`config.mk`:
```
export PLATFORM = sky130hd
export DESIGN_NAME = exec_ctl_flat
export DESIGN_NICKNAME = d
export VERILOG_FILES = /design/src/rtl/exec_ctl_if.sv /design/src/rtl/exec_ctl.sv /design/src/flat_wrapper.sv
export SDC_FILE = /design/constraint.sdc
export NUM_CORES = 1
export LEC_CHECK = 0
export CAP_MARGIN = 25
export CORE_ASPECT_RATIO = 1.5
export CORE_UTILIZATION = 55
export DETAILED_ROUTE_END_ITERATION = 8
export PLACE_DENSITY = 0.83
export SLEW_MARGIN = 20
export SYNTH_ARGS = -nofsm -noshare
export SYNTH_HDL_FRONTEND = slang
export SYNTH_SLANG_ARGS = --single-unit
export TNS_END_PERCENT = 100
```
`constraint.sdc`:
```
create_clock -name clk -period 4.5 [get_ports clk]
set_input_delay 0.45 -clock clk [delete_from_list [all_inputs] [get_ports clk]]
set_output_delay 0.45 -clock clk [all_outputs]
set_load 0.02 [all_outputs]
```
`src/rtl/exec_ctl_if.sv`:
```
`default_nettype none
// ============================================================================
//  Module      : exec_ctl_if
//  Description : Host command channel of the run/debug sequencer.
//                Valid/ready handshake carrying an opcode and an operand.
//                  cmd_valid  host -> ctl   command present
//                  cmd_ready  ctl  -> host  command can be accepted
//                  cmd_op     host -> ctl   opcode (NOP..CLR_BP)
//                  cmd_data   host -> ctl   operand, IW bits
//                master : host side      slave : exec_ctl side
//  Revision    : 1.0  initial release
// ============================================================================
interface exec_ctl_if #(
    parameter int IW = 16
) ();
    logic          cmd_valid;
    logic          cmd_ready;
    logic [2:0]    cmd_op;
    logic [IW-1:0] cmd_data;

    modport master (
        output cmd_valid,
        output cmd_op,
        output cmd_data,
        input  cmd_ready
    );

    modport slave (
        input  cmd_valid,
        input  cmd_op,
        input  cmd_data,
        output cmd_ready
    );
endinterface : exec_ctl_if
`default_nettype wire

```
`src/rtl/exec_ctl.sv`:
```
`default_nettype none
// ============================================================================
//  Module      : exec_ctl
//  Description : Run/debug sequencer for the move-machine processor core.
//                Owns the processor clock enable and the instruction-memory
//                write port; a host drives it through the command channel.
//  Ports       : clk, rst       clock, asynchronous active-high reset
//                cmd            command channel (exec_ctl_if.slave)
//                pc             current processor pc (breakpoint compare only)
//                cpu_en         processor clock enable (combinational)
//                imem_we/addr/wdata  registered instruction-memory write port
//                halted         high while in HALTED
//                bp_hit         sticky: last stop was caused by the breakpoint
//                retired        count of cpu_en cycles, wraps modulo 2^CNT_W
//  Revision    : 1.0  initial release
// ============================================================================
module exec_ctl #(
    parameter int BITNESS = 8,
    parameter int IW      = 16,
    parameter int CNT_W   = 16
) (
    input  wire logic               clk,
    input  wire logic               rst,
    exec_ctl_if.slave               cmd,
    input  wire logic [BITNESS-1:0] pc,
    output logic                    cpu_en,
    output logic                    imem_we,
    output logic [BITNESS-1:0]      imem_addr,
    output logic [IW-1:0]           imem_wdata,
    output logic                    halted,
    output logic                    bp_hit,
    output logic [CNT_W-1:0]        retired
);

    // ------------------------------------------------------------------
    // Opcodes and state encoding
    // ------------------------------------------------------------------
    localparam logic [2:0] c_OP_NOP      = 3'd0;
    localparam logic [2:0] c_OP_SET_ADDR = 3'd1;
    localparam logic [2:0] c_OP_WRITE    = 3'd2;
    localparam logic [2:0] c_OP_RUN      = 3'd3;
    localparam logic [2:0] c_OP_HALT     = 3'd4;
    localparam logic [2:0] c_OP_STEP     = 3'd5;
    localparam logic [2:0] c_OP_SET_BP   = 3'd6;
    localparam logic [2:0] c_OP_CLR_BP   = 3'd7;

    localparam logic [1:0] c_ST_HALTED   = 2'd0;
    localparam logic [1:0] c_ST_RUNNING  = 2'd1;
    localparam logic [1:0] c_ST_STEPPING = 2'd2;

    // ------------------------------------------------------------------
    // Registers
    // ------------------------------------------------------------------
    logic [1:0]         r_state;
    logic [1:0]         w_state_nxt;
    logic [BITNESS-1:0] r_load_addr;
    logic               r_bp_en;
    logic [BITNESS-1:0] r_bp_addr;
    logic               r_bp_hit;
    logic               r_skip_bp;
    logic [BITNESS-1:0] r_step_left;
    logic [CNT_W-1:0]   r_retired;
    logic               r_imem_we;
    logic [BITNESS-1:0] r_imem_addr;
    logic [IW-1:0]      r_imem_wdata;

    // ------------------------------------------------------------------
    // Combinational helpers
    // ------------------------------------------------------------------
    logic               w_cmd_ready;
    logic               w_cpu_en;
    logic               w_accept;
    logic               w_bp_match;
    logic [BITNESS-1:0] w_operand;

    assign w_operand = cmd.cmd_data[BITNESS-1:0];
    assign w_accept  = cmd.cmd_valid & w_cmd_ready;

    // skip_bp masks the match for the first RUNNING cycle so that resuming
    // from a breakpoint executes the breakpointed instruction once.
    assign w_bp_match = r_bp_en & (pc == r_bp_addr) & ~r_skip_bp;

    // ------------------------------------------------------------------
    // FSM: state register
    // ------------------------------------------------------------------
    always_ff @(posedge clk or posedge rst) begin
        if (rst) begin
            r_state <= c_ST_HALTED;
        end else begin
            r_state <= w_state_nxt;
        end
    end

    // ------------------------------------------------------------------
    // FSM: next-state logic
    // ------------------------------------------------------------------
    always_comb begin
        w_state_nxt = r_state;
        case (r_state)
            c_ST_HALTED: begin
                if (w_accept && cmd.cmd_op == c_OP_RUN) begin
                    w_state_nxt = c_ST_RUNNING;
                end else if (w_accept && cmd.cmd_op == c_OP_STEP) begin
                    w_state_nxt = c_ST_STEPPING;
                end
            end
            c_ST_RUNNING: begin
                // A breakpoint stop and a host HALT both land in HALTED;
                // bp_hit is resolved in the datapath.
                if (w_bp_match || (w_accept && cmd.cmd_op == c_OP_HALT)) begin
                    w_state_nxt = c_ST_HALTED;
                end
            end
            c_ST_STEPPING: begin
                if (r_step_left == BITNESS'(1)) begin
                    w_state_nxt = c_ST_HALTED;
                end
            end
            default: w_state_nxt = c_ST_HALTED;
        endcase
    end

    // ------------------------------------------------------------------
    // FSM: output logic
    // ------------------------------------------------------------------
    always_comb begin
        w_cpu_en    = 1'b0;
        w_cmd_ready = 1'b1;
        case (r_state)
            c_ST_HALTED: begin
                w_cpu_en    = 1'b0;
                w_cmd_ready = 1'b1;
            end
            c_ST_RUNNING: begin
                w_cpu_en    = ~w_bp_match;
                w_cmd_ready = 1'b1;
            end
            c_ST_STEPPING: begin
                // Breakpoints are ignored while stepping.
                w_cpu_en    = 1'b1;
                w_cmd_ready = 1'b0;
            end
            default: begin
                w_cpu_en    = 1'b0;
                w_cmd_ready = 1'b1;
            end
        endcase
    end

    // ------------------------------------------------------------------
    // Datapath registers
    // ------------------------------------------------------------------
    always_ff @(posedge clk or posedge rst) begin
        if (rst) begin
            r_load_addr  <= '0;
            r_bp_en      <= 1'b0;
            r_bp_addr    <= '0;
            r_bp_hit     <= 1'b0;
            r_skip_bp    <= 1'b0;
            r_step_left  <= '0;
            r_retired    <= '0;
            r_imem_we    <= 1'b0;
            r_imem_addr  <= '0;
            r_imem_wdata <= '0;
        end else begin
            // Write strobe is a single-cycle pulse per accepted WRITE.
            r_imem_we <= 1'b0;

            if (r_state == c_ST_RUNNING) begin
                r_skip_bp <= 1'b0;
            end

            if (r_state == c_ST_STEPPING) begin
                r_step_left <= r_step_left - BITNESS'(1);
            end

            if (w_accept) begin
                case (r_state)
                    c_ST_HALTED: begin
                        case (cmd.cmd_op)
                            c_OP_SET_ADDR: r_load_addr <= w_operand;
                            c_OP_WRITE: begin
                                r_imem_we    <= 1'b1;
                                r_imem_addr  <= r_load_addr;
                                r_imem_wdata <= cmd.cmd_data;
                                r_load_addr  <= r_load_addr + BITNESS'(1);
                            end
                            c_OP_RUN: begin
                                r_bp_hit  <= 1'b0;
                                r_skip_bp <= 1'b1;
                            end
                            c_OP_STEP: begin
                                // A step count of zero still executes one.
                                r_step_left <= (w_operand == '0) ? BITNESS'(1) : w_operand;
                                r_bp_hit    <= 1'b0;
                            end
                            c_OP_SET_BP: begin
                                r_bp_addr <= w_operand;
                                r_bp_en   <= 1'b1;
                            end
                            c_OP_CLR_BP: r_bp_en <= 1'b0;
                            c_OP_HALT, c_OP_NOP: begin
                            end
                            default: begin
                            end
                        endcase
                    end
                    c_ST_RUNNING: begin
                        // Only breakpoint edits act while running; everything
                        // else is consumed, so imem is never written here.
                        if (cmd.cmd_op == c_OP_SET_BP) begin
                            r_bp_addr <= w_operand;
                            r_bp_en   <= 1'b1;
                        end else if (cmd.cmd_op == c_OP_CLR_BP) begin
                            r_bp_en <= 1'b0;
                        end
                    end
                    default: begin
                    end
                endcase
            end

            // Breakpoint stop wins over a simultaneous HALT for bp_hit.
            if (r_state == c_ST_RUNNING && w_bp_match) begin
                r_bp_hit <= 1'b1;
            end

            if (w_cpu_en) begin
                r_retired <= r_retired + CNT_W'(1);
            end
        end
    end

    // ------------------------------------------------------------------
    // Outputs
    // ------------------------------------------------------------------
    assign cmd.cmd_ready = w_cmd_ready;
    assign cpu_en        = w_cpu_en;
    assign halted        = (r_state == c_ST_HALTED);
    assign bp_hit        = r_bp_hit;
    assign retired       = r_retired;
    assign imem_we       = r_imem_we;
    assign imem_addr     = r_imem_addr;
    assign imem_wdata    = r_imem_wdata;

endmodule : exec_ctl
`default_nettype wire

```
`src/flat_wrapper.sv`:
```
// flat-port wrapper written by rule: the top's interface ports become plain ports
module exec_ctl_flat 
#(
    parameter int BITNESS = 8,
    parameter int IW      = 16,
    parameter int CNT_W   = 16
)
  (clk, rst, pc, cpu_en, imem_we, imem_addr, imem_wdata, halted, bp_hit, retired, cmd_cmd_valid, cmd_cmd_op, cmd_cmd_data, cmd_cmd_ready);
  exec_ctl_if #(.IW(IW)) cmd_i ();
  input  wire logic clk;
  input  wire logic rst;
  input  wire logic [BITNESS-1:0] pc;
  output logic cpu_en;
  output logic imem_we;
  output logic [BITNESS-1:0] imem_addr;
  output logic [IW-1:0] imem_wdata;
  output logic halted;
  output logic bp_hit;
  output logic [CNT_W-1:0] retired;
  input wire logic [$bits(cmd_i.cmd_valid)-1:0] cmd_cmd_valid;
  input wire logic [$bits(cmd_i.cmd_op)-1:0] cmd_cmd_op;
  input wire logic [$bits(cmd_i.cmd_data)-1:0] cmd_cmd_data;
  output wire logic [$bits(cmd_i.cmd_ready)-1:0] cmd_cmd_ready;
  assign cmd_i.cmd_valid = cmd_cmd_valid;
  assign cmd_i.cmd_op = cmd_cmd_op;
  assign cmd_i.cmd_data = cmd_cmd_data;
  assign cmd_cmd_ready = cmd_i.cmd_ready;
  exec_ctl #(.BITNESS(BITNESS), .IW(IW), .CNT_W(CNT_W)) u_core (.clk(clk), .rst(rst), .cmd(cmd_i), .pc(pc), .cpu_en(cpu_en), .imem_we(imem_we), .imem_addr(imem_addr), .imem_wdata(imem_wdata), .halted(halted), .bp_hit(bp_hit), .retired(retired));
endmodule
```
* Yosys cells after proc, flatten, opt, wreduce, memory -nomap -nowiden *
Cells that the tools add are included.

operators by class
  eq/ne operators = 16
  bitwise operators = 5
  add/sub/neg operators = 3
  divide/modulo/power cells = 0
  mux-type cells = 28
  shift-type cells = 0
  $mul = 0
  order comparisons = 0
  reduce and logical (&&, ||, !) cells = 20

operator list
  operator                                                             number
  8-bit two-way mux                                                    5
  16-bit by 1-bit adder with 16-bit output (second input constant)     1
  8-bit case mux with 2 select lines                                   1
  3-bit AND reduction                                                  5
  1-bit two-way mux                                                    14
  3-bit == test (second input constant)                                4
  2-bit nonzero test                                                   5
  8-bit by 1-bit adder with 8-bit output (second input constant)       1
  8-bit by 1-bit == test with 1-bit output (second input constant)     1
  8-bit == test                                                        1
  8-bit logical NOT                                                    1
  2-bit two-way mux                                                    4
  8-bit by 1-bit subtractor with 8-bit output (second input constant)  1
  3-bit by 2-bit == test with 1-bit output (second input constant)     2
  3-bit by 1-bit != test with 1-bit output (second input constant)     2
  1-bit case mux with 2 select lines                                   3
  2-bit case mux with 3 select lines                                   1
  1-bit logical AND                                                    4
  2-bit by 1-bit != test with 1-bit output (second input constant)     2
  4-bit AND reduction                                                  1
  2-bit OR reduction                                                   2
  1-bit AND                                                            3
  3-bit by 1-bit == test with 1-bit output (second input constant)     1
  3-bit != test (second input constant)                                1
  other kinds (5)                                                      6

word-level totals
  output and inout port bits = 45
  input port bits = 30
  word-level logic and storage cells = 83
  ROM bits = 0
  latch bits = 0
  memories = 0
  bits in writable memories = 0
  flip-flop bits (word level) = 70

* Longest topological paths before layout *
Gate-level depths: netlist of run 1.

  word-level depth = 7
  mapped depth = 9
  mapped depth without buffers = 7

* Worst setup path before layout of run 1 *
OpenSTA, ideal clock, no wires.

  path type = register to register
  start = register u_core.r_state[0]
  end = register u_core.r_imem_addr[0], in the netlist u_core.imem_addr[0]
  stages on the path, launching flop included = 9
  period minus slack after synthesis = 2.163 ns
  setup time = 0.125 ns
  arrival time = 2.037 ns
  slack = 2.337 ns
  path through = dfrtp_1 inv_1 ha_1 nand3b_4 or3_1 buf_6 nor2_8 buf_12 mux2_4

on the way
  elaborated cells on any way between the ends = 5
  classes of those cells = 1 x eq/ne; 1 x mux; 1 x bitwise; 2 x reduce/logical

RTL lines
  item                           line                RTL
  start, declared                exec_ctl.sv:54      logic [1:0] r_state;
  start signal, assigned         exec_ctl.sv:88      r_state <= c_ST_HALTED;
  start signal, assigned         exec_ctl.sv:90      r_state <= w_state_nxt;
  2-bit logical NOT              -
  named net halted               flat_wrapper.sv:17  output logic halted;
  3-bit AND reduction (no line)  -
  end signal, assigned           exec_ctl.sv:184     r_imem_addr <= r_load_addr;
  end, declared                  exec_ctl.sv:64      logic [BITNESS-1:0] r_imem_addr;

The timed path passes the listed nets, and every way through them passes these cells.
A chain may end at the register's enable or synchronous reset.

* Worst setup path in the final report of run 1 *
  start = register u_core.r_state[0]
  end = output port cpu_en

on the way
  word-level cells in the longest chain between the ends = 2
  elaborated cells on any way between the ends = 3
  classes of those cells = 2 x eq/ne; 1 x mux

RTL lines
  item                                                                       line                RTL
  2-bit == test or 2-bit by 1-bit == test with 1-bit output (tied branches)  exec_ctl.sv:129     case (r_state)
  1-bit case mux with 2 select lines (*)                                     exec_ctl.sv:129
  end, declared                                                              flat_wrapper.sv:13  output logic cpu_en;

Every way passes the cells marked *; elsewhere a longest branch is shown, timed or not.

==> results of run 1 <==
stage by stage:
stage | area [sq um] | setup slack, ns | instances | utilization | hold WS [ns]
3_5_place_dp | 4230 | 1.65 | 438 | 0.694 | 0.461
6_report | 4440 | 1.52 | 454 | 0.730 | 0.475
4_1_cts | 4440 | 1.50 | 454 | 0.729 | 0.477
2_1_floorplan | 3460 | 2.28 | 298 | - | 0.449
3_3_place_gp | 4230 | 1.66 | 438 | 0.694 | 0.461
5_1_grt | 4440 | 1.36 | 454 | 0.730 | 0.496
routing by layer:
metal / wire, um / GRT usage / share of wire / vias up
met1: 3010 / 0.306 / 0.40 / 1295
met2: 4150 / 0.435 / 0.55 / 60
met5: 0 / 0 / 0 / -
met4: 142 / 0.106 / 0.019 / 0
met3: 265 / 0.0596 / 0.035 / 12
li1: - / - / - / 1209
how the worst max path moves through the flow:
stage,from,end,slack [ns]
2_1_floorplan,rst,u_core.bp_hit,2.28
3_3_place_gp,pc[4],cpu_en,1.66
3_5_place_dp,pc[6],cpu_en,1.65
4_1_cts,u_core.r_state[0],cpu_en,1.50
5_1_grt,u_core.r_state[0],cpu_en,1.36
6_report,u_core.r_state[0],cpu_en,1.52
power groups by stage:
stage                     combinational, uW  clock, uW  sequential (uW)
after detailed placement               1110          0             1120
after global placement                 1080          0             1100
after global routing                   1200        579             1140
final                                  1110        547             1110
after floorplan                         566          0             1210
after CTS                              1120        555             1110
flip-flops by register name, indices dropped and copies added (netlist names):
signal	cells
u_core.imem_addr	8
u_core.r_step_left	8
u_core.r_bp_addr	8
u_core.r_skip_bp	1
u_core.r_state	2
u_core.imem_wdata	16
u_core.bp_hit	1
u_core.retired	16
u_core.r_bp_en	1
u_core.r_load_addr	8
u_core.imem_we	1
final cells by class:
cell class | instances | area, sq um
Inverter | 10 | 37.5
Sequential cell | 70 | 1750
Fill cell | 450 | 1640
Clock buffer | 9 | 124
Tap cell | 74 | 92.6
Clock inverter | 7 | 88.8
Timing Repair Buffer | 77 | 763
Multi-Input combinational cell | 207 | 1590
critical path, stage by stage, from the launching register on:
cell and delay [ns]:
dfrtp_1 0.38, inv_1 0.10, ha_1 0.40, o21ai_0 0.32, nor2_1 0.31, clkdlybuf4s50_1 0.66
cell usage after synthesis, types with 2 or more instances:
cell type / number
a21oi_1: 5
inv_1: 10
mux2_4: 19
nor3_1: 12
and4_1: 2
and3_1: 3
nand2_1: 27
nor2_1: 9
o31ai_1: 2
o22ai_1: 2
clkbuf_1: 4
o21a_1: 2
xnor2_1: 13
buf_12: 2
nor3b_1: 2
nand3_1: 12
a22oi_1: 2
or4_1: 2
buf_6: 2
nor4_1: 6
o21ai_0: 20
nor2b_1: 3
ha_1: 7
dfrtp_1: 70
xor2_1: 18
mux2_2: 14
nand4_1: 7
cells in the final DEF, fill, tap and decap left out, drive strengths merged, types with 7 or more instances in the layout:
cell and count:
clkbuf 9, clkdlybuf4s50 74, dfrtp 70, ha 7, inv 10, mux2 33, nand2 27, nand3 12
nand4 7, nor2 11, nor3 12, nor4 7, o21ai 20, xnor2 13, xor2 18
logic make-up after synthesis:
| group | Yosys count |
|---|---|
| xor gates and xnor gates | 31 |
| and+or+nand+nor | 93 |
| DFF | 70 |
| muxes | 34 |
| AOI/OAI and AO/OA | 42 |
| adders and majority gates | 7 |
| buffers and inverters | 21 |
==> results.md, run 1 <==
- Sequential area share after synthesis: 0.506
- Global placer's final weighted congestion: 0.822
- Area grow syn2layout: 28.4%
- Hold_sp: u_core.retired[15]
- Critical R2R Launch: u_core.r_state[0]
- Maximum VDD drop: 0.418 mV
- Setup TNS: 0 ns
- Nets: 412
- Reg-to-reg endpoint: u_core.imem_addr[3]
- Cell row count: 35
- Worst skew pair latency: 0.35 ns
- Sw frac: 0.362
- ANT nets after route: 0
- Post-synthesis simple-gate area fraction: 0.147
- Slew @ Worst Pin: 0.820 ns
- Unique masters post-synth: 48
- Total GRT Usage: 0.256
- Top cells by area, synth: dfrtp_1 51%, mux2_4 8.2%, mux2_2 4.6%
- Vias per cell: 5.67
- Post-CTS resize count: 0
- R2R setup slack: 1.93 ns
- I/O Buffers: 74
- CP Capture Type: output port
- Reg power frac: 0.402
- Power Total: 2770 uW
- Register bit count reported by yosys: 70
- Post-Syn Area: 3460 sq um
- Endpoints failing hold: 0
- Via count: 2576
- Leading area contributor after synthesis: dfrtp_1
- Xor and xnor fraction of the mapped netlist area: 0.0785
- H-tree depth: 3
- Main combinational cell family by area after synthesis: simple AND/OR/NAND/NOR gates
- Ports: 75
- RSZ-0062 raised after global routing: no
- Wirelength per Cell: 16.7 um
- Internal Dissipation: 1760 uW
- Critical path required time: 4.05 ns
- Drt pass-1 iters: 4
- Vias in the first global route: 2657
- Largest net degree at the start of global routing: 41
- Total Routed Length: 7570 um
- FFs w/ async S/R, synth: 1.00
- Ant diodes: 0
- Syn Inst Count: 298
- Max-cap violation count: 0
- Setup Viol. Count Final: 0
- Die height: 99.2 um
- 1st-iter DRT viols: 213
- Clock power frac: 0.198
- CP Max Fanout: 10
- Worst Hold Class: reg2reg
- Fmax: 0.336 GHz
- Clk Tree Root Cell: clkbuf_8
- Setup Fix Bufs, Post-CTS: 0
- CTS tree: done
- Outcome: finished clean
- Horiz. Die Dim: 66.8 um
- Leak: 0.00189 uW
- Fin crit period: 2.98 ns
- Synth top area share: 0.506
- Synth Warn #: 0
- Proportion of layout cells with a drive suffix above 1: 0.153
- Relative slew slack: 0.453
- Syn avg cell area: 11.6 sq um
- GRT overflow: 0
- Initial antenna violation count: 0
- Hold Path End: u_core.retired[15]
- Detailed-route DRC error count: 0
- Syn nets: 335
- Post-synth EDFFs: 0
- Full die area: 6620 sq um
- Synth Area in Compound Gates: 0.0752
- TritonCTS buffer count: 9
- Tcrit/Tclk final: 0.661
- PD cells: 623 nW/um^2
- Core area: 6090 sq um
- WP data arrival: 2.53 ns
- Critical path class: reg2out
- Starting Density: 0.569
- CP Launch Type: register
- Post-DP HPWL: 5470 um
- Hold path depth: 1
- Synth Flop Type: dfrtp_1
- Clk_skew: 0.00801 ns
- Cts hold-fix bufs: 0
- Worst reg2reg path depth: 6
- Clock slew at reported path FFs: 0.08 ns
- Global-route wire length before repair: 12600 um
- Sw Pwr: 1000 uW
- Proportion of synthesized area in mux cells: 0.131
- Gate power share: 0.401
- Adder-cell share of the synthesized area: 0.0253
- Final Max Tran Viols: 0
- Clock sinks: 70
- Max Buffers Root-to-Sink: 2
Note: power is estimated with default switching activity, not from simulation.
==> run 2, diff against run 1 <==
Settings changed: CORE_UTILIZATION 55 to 46, PLACE_DENSITY 0.83 to 0.73.
Clock period 4.5 ns to 2.7 ns, I/O delays scaled along.
==> run 2 against run 1 <==
Clock skew down 0.0012 ns. Via count shrank 1.7%. Setup slack lost 1.3 ns. Register-to-register slack lost 1.5 ns. Critical path depth unchanged. Sequential cell count unchanged. Sequential power up 68%. Final area up 1.8%. Cell count is 6.4% higher. Global-route usage is 5.9 points lower. Die area is 19% higher. Critical path type unchanged. Critical endpoint unchanged.
==> results.md, run 2 (same netlist as run 1, synthesis figures left out) <==
- Final non-filler cell total: 483
- Maximum VDD drop: 0.659 mV
- Endpoints failing hold: 0
- Relative slew slack: 0.592
- Cts hold-fix bufs: 0
- Initial antenna violation count: 0
- Drt pass-1 iters: 4
- Cells along the critical path: inv_1 -> ha_2 -> o21ai_0 -> nor2_1 -> clkdlybuf4s50_1
- Detailed-route DRC error count: 0
- Proportion of layout cells with a drive suffix above 1: 0.159
- Setup crit start: u_core.r_state[0]
- Full die area: 7880 sq um
- Final Cell Area: 4520 sq um
- Clk_skew: 0.00679 ns
- Critical path required time: 2.43 ns
- Most common cell after layout, fill and taps aside: clkdlybuf4s50_1
- Final Max Tran Viols: 0
- CP Max Fanout: 10
- Cell Area, Placed: 4310 sq um
- CP Capture Type: output port
- CP peak stage delay: 0.65 ns
- Critical path class: reg2out
- Clock sinks: 70
- CP Launch Type: register
- Tcrit/Tclk final: 0.912
- Reg-to-reg endpoint: u_core.imem_addr[4]
- Max-cap violation count: 0
- Clk Tree Root Cell: clkbuf_8
- Slew @ Worst Pin: 0.611 ns
- Max Buffers Root-to-Sink: 2
- R2R setup slack: 0.41 ns
- Fin crit period: 2.46 ns
- Critical R2R Launch: u_core.r_state[1]
- Ports: 75
- Fmax: 0.406 GHz
- Vias in the first global route: 2453
- Area grow syn2layout: 30.7%
- Worst skew pair latency: 0.33 ns
- 1st-iter DRT viols: 122
- Horiz. Die Dim: 72.8 um
- GRT overflow: 0
- Ant diodes: 0
- Cell row count: 38
- Commonest non-fill, non-tap cells in the layout: 74 x clkdlybuf4s50_1, 70 x dfrtp_1, 27 x nand2_1
- WP data arrival: 2.19 ns
- Worst Hold Margin: 0.331 ns
- Global-route wire length before repair: 11700 um
- Vias per cell: 5.24
- Starting Density: 0.476
- Setup TNS: 0 ns
- PD cells: 1010 nW/um^2
- ANT nets after route: 0
- Setup Viol. Count Final: 0
- Wirelength per Cell: 15.1 um
- Total GRT Usage: 0.198
- Largest net degree at the start of global routing: 44
- Via count: 2532
- RSZ-0062 raised after global routing: no
- Outcome: finished clean
- Post-DP HPWL: 5300 um
- Total Routed Length: 7310 um
- Clock slew at reported path FFs: 0.07 ns
- Worst path slowest cell: clkdlybuf4s50_1
- TritonCTS buffer count: 9
- Pre-CTS setup slack: 0.341 ns
- Placed Cells: 468
- Core area: 7270 sq um
- H-tree depth: 3
- CP top delay family: buffers and inverters
- Buf+Inv Stages, Crit Path: 2
- Die height: 108 um
- I/O Buffers: 74
- Leak: 0.00190 uW
- Worst Hold Class: in2async
- Fillers: 582
- Nets: 416
- CTS tree: done
- Global placer's final weighted congestion: 0.861
- Worst reg2reg path depth: 7
- Setup ws final: 0.237 ns
## run 2: how the worst max path moves through the flow
stage                                to  slack, ns  cells after the start
floorplan           u_core.imem_addr[0]       0.54                      8
global placement                 cpu_en       0.37                      6
finish                           cpu_en       0.24                      5
CTS                              cpu_en       0.08                      5
detailed placement  u_core.imem_addr[4]       0.34                      6
global route                     cpu_en       0.12                      5
## run 2: timing repair
action,CTS,global route
buffers inserted,0,0
resized for setup,0,1
setup endpoints to repair,0,1
## run 2: final cells by class
| class | count | area, sq um | area share |
|---|---|---|---|
| Sequential cell | 70 | 1750 | 0.387 |
| Multi-Input combinational cell | 207 | 1580 | 0.350 |
| Timing Repair Buffer | 81 | 818 | 0.181 |
| Clock buffer | 12 | 165 | 0.0365 |
| Tap cell | 100 | 125 | 0.0277 |
| Clock inverter | 3 | 42.5 | 0.00941 |
| Inverter | 10 | 37.5 | 0.00830 |
## run 2: through the flow
| stage | power (uW) | util |
|---|---|---|
| finish | 4570 | 0.622 |
| CTS | 4610 | 0.621 |
| detailed placement | 3730 | 0.593 |
| global placement | 3680 | 0.593 |
| floorplan | 2960 | - |
| global route | 4850 | 0.622 |
## run 2: worst reg2reg max path, delay by kind of cell, from the launching register on
kind          cells  cell delay, ns
fa+ha+maj         1            0.32
simple gates      3            0.79
mux               1            0.37
buf+inv           2            0.31
flops             1            0.40
## run 2: power breakdown
part	internal, uW	switching, uW	leakage, uW
clock	496	363	0.000104
combinational	981	873	0.000945
sequential	1470	391	0.000854
## run 2: routing by layer
layer / up-vias / GRT usage / routed length [um]
met5: - / 0 / 0
met4: 0 / 0.0952 / 182
met3: 15 / 0.0503 / 377
met2: 77 / 0.320 / 3570
met1: 1223 / 0.245 / 3180
li1: 1217 / - / -
==> run 3, diff against run 2 <==
--- a/constraint.sdc
+++ b/constraint.sdc
@@ -3,2 +3,2 @@
 set_output_delay 0.27 -clock clk [all_outputs]
-set_load 0.02 [all_outputs]
+set_load 0.01 [all_outputs]
==> run 3 against run 2 <==
Combinational power decreased by 9.7%. Sequential cell count stayed put. Critical path depth unchanged. Cell count fell by 0.21%. Register-to-register slack worse by 0.03 ns. Global-route usage rose by 1.3 points. Utilization unchanged. Largest cell class unchanged. Largest power group unchanged. Highest routed layer unchanged.
==> results.md, run 3 (same netlist as run 1, synthesis figures left out) <==
- Global placer's final weighted congestion: 0.863
- GRT overflow: 0
- Total GRT Usage: 0.211
- Buf+Inv Stages, Crit Path: 2
- ANT nets after route: 0
- Critical R2R Launch: u_core.r_state[0]
- Clk_skew: 0.00523 ns
- CP Launch Type: register
- PD cells: 981 nW/um^2
- TritonCTS buffer count: 9
- Endpoints failing hold: 0
- Pre-CTS setup slack: 0.369 ns
- Reg-to-reg endpoint: u_core.imem_addr[3]
- I/O Buffers: 74
- Vias per cell: 5.26
- Wirelength per Cell: 15.7 um
- Relative slew slack: 0.600
- RSZ-0062 raised after global routing: no
- Post-CTS resize count: 0
- CP peak stage delay: 0.58 ns
- Vias in the first global route: 2540
- Fmax: 0.406 GHz
- Worst Hold Margin: 0.158 ns
- Critical path class: reg2out
- Ports: 75
- Worst reg2reg path depth: 7
- 1st-iter DRT viols: 170
- Clock slew at reported path FFs: 0.07 ns
- Core area: 7270 sq um
- Fillers: 600
- Drt pass-1 iters: 5
- Worst path slowest cell: clkdlybuf4s50_1
- Setup Viol. Count Final: 0
- Nets: 416
- Post-DP HPWL: 5240 um
- Cells along the critical path: inv_1 -> ha_1 -> o21ai_0 -> nor2_1 -> clkdlybuf4s50_1
- Ant diodes: 0
- Clock sinks: 70
- Worst skew pair latency: 0.35 ns
- CP Capture Type: output port
- Detailed-route DRC error count: 0
- Tcrit/Tclk final: 0.912
- Largest net degree at the start of global routing: 62
- Max-cap violation count: 0
- Proportion of layout cells with a drive suffix above 1: 0.154
- Setup TNS: 0 ns
- Final Max Tran Viols: 0
- Cts hold-fix bufs: 0
- Slew @ Worst Pin: 0.595 ns
- Setup ws final: 0.237 ns
- Cell row count: 38
- Fin crit period: 2.46 ns
- Outcome: finished clean
- CP top delay family: buffers and inverters
- Die height: 108 um
- Clk Tree Root Cell: clkbuf_8
- CTS tree: done
- Commonest non-fill, non-tap cells in the layout: 74 x clkdlybuf4s50_1, 70 x dfrtp_1, 27 x nand2_1
- Horiz. Die Dim: 72.8 um
- R2R setup slack: 0.38 ns
- Setup Fix Bufs, Post-CTS: 0
- Via count: 2536
- Leak: 0.00191 uW
- Initial antenna violation count: 0
- Starting Density: 0.476
- CP Max Fanout: 10
- Global-route wire length before repair: 12300 um
- Most common cell after layout, fill and taps aside: clkdlybuf4s50_1
- Max Buffers Root-to-Sink: 2
- Worst Hold Class: in2async
- Power Total: 4440 uW
- Full die area: 7880 sq um
- Maximum VDD drop: 0.603 mV
- Total Routed Length: 7550 um
- WP data arrival: 2.19 ns
- H-tree depth: 3
- Critical path required time: 2.43 ns
- Final Util: 0.622
- Area grow syn2layout: 30.7%
run 3: cell types whose count changed in the layout (fill, tap and decap cells not counted), sizes merged:
cell / delta
clkbuf: -2
bufinv: +1
run 3: routing by layer:
metal / track usage / vias to the layer above / share of wire / wire length (um)
li1: - / 1209 / - / -
met1: 0.246 / 1233 / 0.41 / 3110
met2: 0.362 / 80 / 0.52 / 3910
met3: 0.0541 / 14 / 0.052 / 392
met4: 0.0868 / 0 / 0.018 / 136
met5: 0 / - / 0 / 0
run 3: metrics by stage:
stage,instances,instance area [sq um]
CTS,482,4520
global route,482,4520
finish,482,4520
floorplan,298,3460
detailed placement,468,4310
global placement,468,4310
run 3: worst max path at each step:
stage                           start                   to  slack, ns  depth (start not counted)
finish              u_core.r_state[0]               cpu_en       0.24                          5
global route        u_core.r_state[0]               cpu_en       0.04                          5
CTS                 u_core.r_state[0]               cpu_en       0.21                          5
detailed placement      cmd_cmd_op[0]  u_core.imem_addr[3]       0.37                          6
global placement        cmd_cmd_op[0]  u_core.imem_addr[4]       0.42                          6
floorplan           u_core.r_state[0]  u_core.imem_addr[0]       0.61                          8
run 3: layout make-up:
class / count / area [sq um] / share of cell area
Clock buffer: 10 / 138 / 0.0304
Sequential cell: 70 / 1750 / 0.387
Tap cell: 100 / 125 / 0.0277
Inverter: 10 / 37.5 / 0.00830
Timing Repair Buffer: 81 / 818 / 0.181
Clock inverter: 4 / 72.6 / 0.0160
Multi-Input combinational cell: 207 / 1580 / 0.349
run 3: power breakdown:
group / internal [uW] / leakage [uW] / switching [uW]
combinational: 974 / 0.000947 / 698
sequential: 1470 / 0.000854 / 390
clock: 533 / 0.000104 / 377
